File: src/rtl/dds_pll_pkg.sv
// Shared types and defaults for the DDS PLL blocks: phase accumulator, control logic, frequency meter.
package dds_pll_pkg;

    localparam int unsigned DEF_ACC_W     = 16;
    localparam int unsigned DEF_GATE_LOG2 = 10;
    localparam int unsigned DEF_TOL       = 4;

    // Frequency tuning word as consumed by the phase accumulator.
    typedef logic [DEF_ACC_W-1:0] ftw_t;

    typedef enum logic {
        IDLE = 1'b0,
        GATE = 1'b1
    } meter_state_e;

endpackage

File: src/rtl/sig_sync_edge.sv
// Two-flop synchronizer followed by a delay flop; emits a registered one-cycle pulse per rising edge.
module sig_sync_edge (
    input  logic clk,
    input  logic rst,
    input  logic din,
    output logic rise
);

    logic sync_1;
    logic sync_2;
    logic sync_dly;

    always_ff @(posedge clk) begin
        if (rst) begin
            sync_1   <= 1'b0;
            sync_2   <= 1'b0;
            sync_dly <= 1'b0;
            rise     <= 1'b0;
        end else begin
            sync_1   <= din;
            sync_2   <= sync_1;
            sync_dly <= sync_2;
            rise     <= sync_2 & ~sync_dly;
        end
    end

endmodule

File: src/rtl/dds_freq_meter.sv
// Gated edge counter: counts Sig_In rising edges over 2^GATE_LOG2 clocks and reports the
// count scaled to an FTW, with Valid/Ack handshake, sticky Overrun and a Stable indicator.
module dds_freq_meter #(
    parameter int unsigned ACC_W     = dds_pll_pkg::DEF_ACC_W,
    parameter int unsigned GATE_LOG2 = dds_pll_pkg::DEF_GATE_LOG2,
    parameter int unsigned TOL       = dds_pll_pkg::DEF_TOL
) (
    input  logic             DDS_Clk,
    input  logic             Reset,
    input  logic             Sig_In,
    input  logic             Run,
    input  logic             Ack,
    output logic [ACC_W-1:0] FTW_Est,
    output logic             Valid,
    output logic             Overrun,
    output logic             Stable
);
    import dds_pll_pkg::*;

    localparam int unsigned          SHIFT    = ACC_W - GATE_LOG2;
    localparam logic [GATE_LOG2-1:0] GATE_MAX = '1;

    meter_state_e         state;
    logic [GATE_LOG2-1:0] gate_cnt;
    logic [GATE_LOG2-1:0] edge_cnt;
    logic [GATE_LOG2-1:0] final_cnt;
    logic                 close_q;
    logic                 have_prev;
    logic                 sig_rise;
    logic [ACC_W-1:0]     new_ftw_c;
    logic [ACC_W-1:0]     diff_c;

    sig_sync_edge u_sync (
        .clk  (DDS_Clk),
        .rst  (Reset),
        .din  (Sig_In),
        .rise (sig_rise)
    );

    // Scaled result of the window that just closed and its distance from the current estimate.
    always_comb begin
        new_ftw_c = ACC_W'(final_cnt) << SHIFT;
        diff_c    = (new_ftw_c >= FTW_Est) ? (new_ftw_c - FTW_Est) : (FTW_Est - new_ftw_c);
    end

    always_ff @(posedge DDS_Clk) begin
        if (Reset) begin
            state     <= IDLE;
            gate_cnt  <= '0;
            edge_cnt  <= '0;
            final_cnt <= '0;
            close_q   <= 1'b0;
            have_prev <= 1'b0;
            FTW_Est   <= '0;
            Valid     <= 1'b0;
            Overrun   <= 1'b0;
            Stable    <= 1'b0;
        end else begin
            close_q <= 1'b0;

            if (Ack) begin
                Valid   <= 1'b0;
                Overrun <= 1'b0;
            end

            // Publish the window captured on the previous edge; a new result beats a coincident Ack.
            if (close_q && Run) begin
                FTW_Est   <= new_ftw_c;
                Valid     <= 1'b1;
                Stable    <= have_prev && (diff_c <= ACC_W'(TOL));
                have_prev <= 1'b1;
                if (Valid && !Ack) begin
                    Overrun <= 1'b1;
                end
            end

            if (!Run) begin
                Stable    <= 1'b0;
                have_prev <= 1'b0;
            end

            case (state)
                IDLE: begin
                    gate_cnt <= '0;
                    edge_cnt <= '0;
                    if (Run) begin
                        state <= GATE;
                    end
                end
                GATE: begin
                    if (!Run) begin
                        state    <= IDLE;
                        gate_cnt <= '0;
                        edge_cnt <= '0;
                    end else begin
                        gate_cnt <= gate_cnt + GATE_LOG2'(1);
                        // Back-to-back windows: the last-cycle edge belongs to the closing window.
                        if (gate_cnt == GATE_MAX) begin
                            final_cnt <= edge_cnt + GATE_LOG2'(sig_rise);
                            edge_cnt  <= '0;
                            close_q   <= 1'b1;
                        end else begin
                            edge_cnt <= edge_cnt + GATE_LOG2'(sig_rise);
                        end
                    end
                end
            endcase
        end
    end

endmodule

File: config.mk
export PLATFORM = sky130hd
export DESIGN_NAME = dds_freq_meter
export DESIGN_NICKNAME = d
export VERILOG_FILES = /design/src/rtl/dds_pll_pkg.sv /design/src/rtl/sig_sync_edge.sv /design/src/rtl/dds_freq_meter.sv
export SDC_FILE = /design/constraint.sdc
export NUM_CORES = 1
export LEC_CHECK = 0
export BUFFER_PORTS_ARGS = -buffer_cell sky130_fd_sc_hd__buf_4
export CAP_MARGIN = 40
export CORE_MARGIN = 3
export CORE_UTILIZATION = 56
export DETAILED_ROUTE_END_ITERATION = 10
export PLACE_DENSITY_LB_ADDON = 0.3
export SYNTH_ARGS = -nofsm -noshare
export SYNTH_HDL_FRONTEND = slang
export SYNTH_HIERARCHICAL = 1
export SYNTH_SLANG_ARGS = --single-unit
File: constraint.sdc
create_clock -name DDS_Clk -period 5.9 [get_ports DDS_Clk]
set_input_delay 1.475 -clock DDS_Clk [delete_from_list [all_inputs] [get_ports DDS_Clk]]
set_output_delay 1.475 -clock DDS_Clk [all_outputs]
set_load 0.01 [all_outputs]
### Word-level counts from Yosys, hierarchy flattened

Cells that the tools add are included.

| storage, ports and cells | value |
|---|---|
| flip-flop bits (word level) | 50 |
| bits of input ports | 5 |
| output and inout port bits | 19 |
| logic and storage cells | 46 |

| cells by class | value |
|---|---|
| $add $sub $neg | 4 |
| magnitude comparators | 2 |
| equality and inequality tests | 1 |
| multiplexer cells | 13 |
| bitwise logic cells | 4 |
| reductions and logical operators | 8 |

Operators by type and width:

| operator | number |
|---|---|
| $pmux W10 S2 | 2 |
| $sub A16 B16 Y16 | 2 |
| $mux W10 | 3 |
| $ge A16 B16 Y1 | 1 |
| $le A16 B3 Y1 const B | 1 |
| $mux W16 | 1 |
| $add A10 B1 Y10 | 1 |
| $add A10 B1 Y10 const B | 1 |
| $eq A10 B10 Y1 const B | 1 |
| $mux W1 | 7 |
| $logic_and A1 B1 Y1 | 3 |
| $not A1 Y1 | 3 |
| $reduce_and A3 Y1 | 1 |
| $reduce_or A3 Y1 | 1 |
| $reduce_bool A2 Y1 | 1 |
| $reduce_or A2 Y1 | 1 |
| $and A1 B1 Y1 | 1 |
| $logic_not A1 Y1 | 1 |

### Logic depth before layout (Yosys ltp)

| depth | value |
|---|---|
| depth in word-level cells | 4 |
| mapped depth | 11 |
| depth with buffers taken out | 11 |

### Hierarchy

The synthesis kept the hierarchy.

By module, submodules not included:

| module | instances | cells each | area each (µm²) | sequential area each (µm²) |
|---|---|---|---|---|
| dds_freq_meter | 1 | 332 | 2722.6 | 920.9 |
| sig_sync_edge | 1 | 8 | 111.4 | 80.1 |

### Least setup slack after synthesis

OpenSTA, ideal clock, no wires.

| path | value |
|---|---|
| path type | input to register |
| from | input Reset |
| to | register Stable |
| library setup time | 69 ps |
| arrival time | 2712 ps |
| data required time | 5831 ps |
| setup slack | 3119 ps |
| cell stages on the path | 7 |
| path buffers | 1 |
| path through | clkbuf_1 -> nor2b_2 -> nand4_1 -> or4_1 -> a21oi_1 -> nor2_1 -> o21ai_1 |

| between the ends | value |
|---|---|
| word-level cells in the longest chain between the ends | 1 |

RTL lines:

| what | line | source |
|---|---|---|
| from (decl) | dds_freq_meter.sv:9 | `input logic Reset,` |
| $reduce_or A2 Y1 (no line) | n/a |  |
| to (signal assigned) | dds_freq_meter.sv:70 | `Stable <= have_prev && (diff_c <= ACC_W'(TOL));` |
| to (decl) | dds_freq_meter.sv:16 | `output logic Stable` |

No other way between the ends.
A chain may end at the register's enable or synchronous reset.

### Worst setup path after layout

| path | value |
|---|---|
| from | input Run |
| to | register Stable |

| between the ends | value |
|---|---|
| word-level cells in the longest chain between the ends | 2 |
| elaborated cells between the ends (all ways) | 3 |
| those cells by class | bitwise (1); reduce/logical (2) |

RTL lines:

| what | line | source |
|---|---|---|
| from (decl) | dds_freq_meter.sv:11 | `input logic Run,` |
| $not A1 Y1 (no line) | n/a |  |
| $reduce_or A2 Y1 (no line) | n/a |  |

Parallel ways exist; a longest one is shown, timed or not.

==> flow_summary.toml <==
[critical_path]
ff2ff_setup_slack_ns = 3.21
reg2regPathDepth = 10
critPathLaunchType = "primary input"
critPathArrivalTime_ns = 3.01
path_class = "in2reg"
crit_fanout = 12
r2r_start = "FTW_Est[6]"
required_ns = 6.14
cp-end-kind = "flop"
r2r_end = "Stable"

[synthesis]
ys.flop_type = "dfxtp_1"
yosysTopAreaCell = "dfxtp_1"
synthCells = 340
syn_area_per_cell_um2 = 8.335
yosysSeqAreaShare = 0.3532
synth_top_area_share = 0.3532
synthDistinctLibCells = 52
synth_edf_count = 0
ys_ff_latch = 50
async_flop_share = 0
yosys_warnings = 6
synth_area_leaders = "dfxtp_1 35%, ha_1 9.7%, nor2_1 4.9%"
syn-cell-area_um2 = 2834
synthTopCellsByCount = "50 x dfxtp_1, 37 x nor2_1, 33 x nand2_1, 26 x a21oi_1, 25 x inv_1"
synth.most_common_cell = "dfxtp_1"

[layout]
drive_above_1_share = 0.1000
multi_input_area_um2 = 1635
final_nets = 379
fill_cells = 443
areaGrowthSynthToFinish_pct = 7.903
final_util = 0.6348
n_antenna_cell = 0
regArea_um2 = 1001

[die]
start_util = 0.5883
num_io_pins = 24
fp.dieArea_um2 = 5951
core-area_um2 = 4817
fp.dieH_um = 77.14
rows = 25
die_x_um = 77.14

[hold_path]
hp-class = "reg2reg"
worstHoldStart = "u_sync/sync_dly"
hold_path_depth = 1
min_to = "u_sync/rise"

[sta]
setup_tns_ns = 0
finalMaxSlewViolations = 0
holdWs_ns = 0.4022
fin_crit_ns = 2.776
hold_viol = 0
finalClockSkew_ns = 0.009050
period_share = 0.4705
max_freq_mhz = 360.3
setup_viol = 0
layout_setup_ws_ns = 3.124
rsz0062_at_grt = "no"

[routing]
drc = 0
routed_via_density = 5.324
vias = 2220
routed_wl_um = 5419
first_pass_iters = 6
drt_first_iter_violations = 70
final_antenna_net_count = 0
wl_per_cell_um = 13.00

[clock_tree]
clockBufferDepth = 2
cts_sinks = 50
clock_latency_ns = 0.30
cts-root-buf = "clkbuf_8"
cts_htree_levels = 2
cts_tree = "yes"
cts_resized = 0
path_clk_slew_ns = 0.09
ctsHoldBuffers = 0
post-cts-setup-buffers = 0
cts_buffers = 5

[global_route]
grt_pass1_wl_um = 9018
grt_start_max_net_pins = 31
antenna_found_initial = 0
grtUsageTotal = 0.1853
grt_pass1_vias = 1992
grt-ovfl-total = 0

[place]
port-buffer-count = 17
dp_hpwl_um = 4170
gp_congestion = 0.9005
dp_slack_ns = 2.818

[pwr]
power_mw = 0.5895
p_leak_nw = 1.175
power_density_nw_per_um2 = 192.8
ir_worst_vdd_uv = 223.1

[outcome]
status = "complete, no violations"

[run]
cap_violations = 0
logic make-up (layout without fill, tap and decap cells):
logic type | count (synthesis) | count (layout) | share of synthesized area
DFF | 50 | 50 | 0.3532
muxes | 2 | 2 | 0.007064
and+or+nand+nor | 120 | 120 | 0.2057
adders and majority gates | 24 | 24 | 0.1113
buffers and inverters | 45 | 50 | 0.07638
other | 1 | 6 | 0.001323
xor gates and xnor gates | 26 | 26 | 0.08035
AOI/OAI and AO/OA | 72 | 72 | 0.1647
routing by layer:
layer	global-route usage	wire, um
met1	0.2350	2571
met4	0.07117	112
met2	0.3117	2590
met5	0	0
met3	0.03286	145
cell type report:
class	instances	share of cell area
timing repair buffer	17	0.04173
clock buffer	6	0.02700
clock inverter	1	0.009820
multi-input combinational	250	0.5348
inverter	26	0.03191
tap	67	0.02741
sequential	50	0.3273
flip-flops by register name (all words and copies together) (netlist names):
register / flops
Valid: 1
have_prev: 1
u_sync/sync_2: 1
Stable: 1
close_q: 1
u_sync/rise: 1
state: 1
u_sync/sync_dly: 1
Overrun: 1
final_cnt: 10
edge_cnt: 10
u_sync/sync_1: 1
gate_cnt: 10
FTW_Est: 10
report_power, final:
| part | internal [mW] | leakage [nW] | switching (mW) |
|---|---|---|---|
| Clock | 0.136 | 0.0573 | 0.104 |
| Sequential | 0.339 | 0.403 | 0.000547 |
| Combinational | 0.00326 | 0.714 | 0.00735 |
cells in the final DEF, fill, tap and decap left out, drive strengths merged, types with 2 or more instances in the layout:
cell type and instances:
a211oi 11, a21o 6, a21oi 27, and2 3, and3 9, buf 17, clkbuf 6, conb 6
dfxtp 50, fa 2, ha 22, inv 26, mux2i 2, nand2 33, nand2b 2, nand3 12
nand3b 2, nand4 2, nor2 38, nor2b 6, nor3 2, nor3b 2, nor4b 2, o211ai 2
o21a 2, o21ai 14, or2 2, or3 2, or4 2, xnor2 12, xor2 14
per-stage QoR:
step / area [um^2] / std cells
final: 3058 / 417
after global routing: 3058 / 417
after CTS: 3058 / 417
after detailed placement: 2945 / 410
after global placement: 2945 / 410
after floorplan: 2853 / 345
critical path, stage by stage:
cell,delay (ns)
buf_4,0.09
and2_1,0.36
nand4_1,0.20
or4_1,0.53
a21oi_1,0.16
nor2_1,0.07
o21ai_1,0.12
how the worst max path moves through the flow:
stage | endpoint | from | cells after the start | slack (ns)
floorplan | Stable | Reset | 7 | 3.12
global placement | Stable | Run | 7 | 2.90
detailed placement | Stable | Run | 7 | 2.82
CTS | Stable | Run | 7 | 3.14
global route | Stable | FTW_Est[7] | 9 | 2.92
finish | Stable | Run | 7 | 3.12
Note: power is estimated with default switching activity, not from simulation.
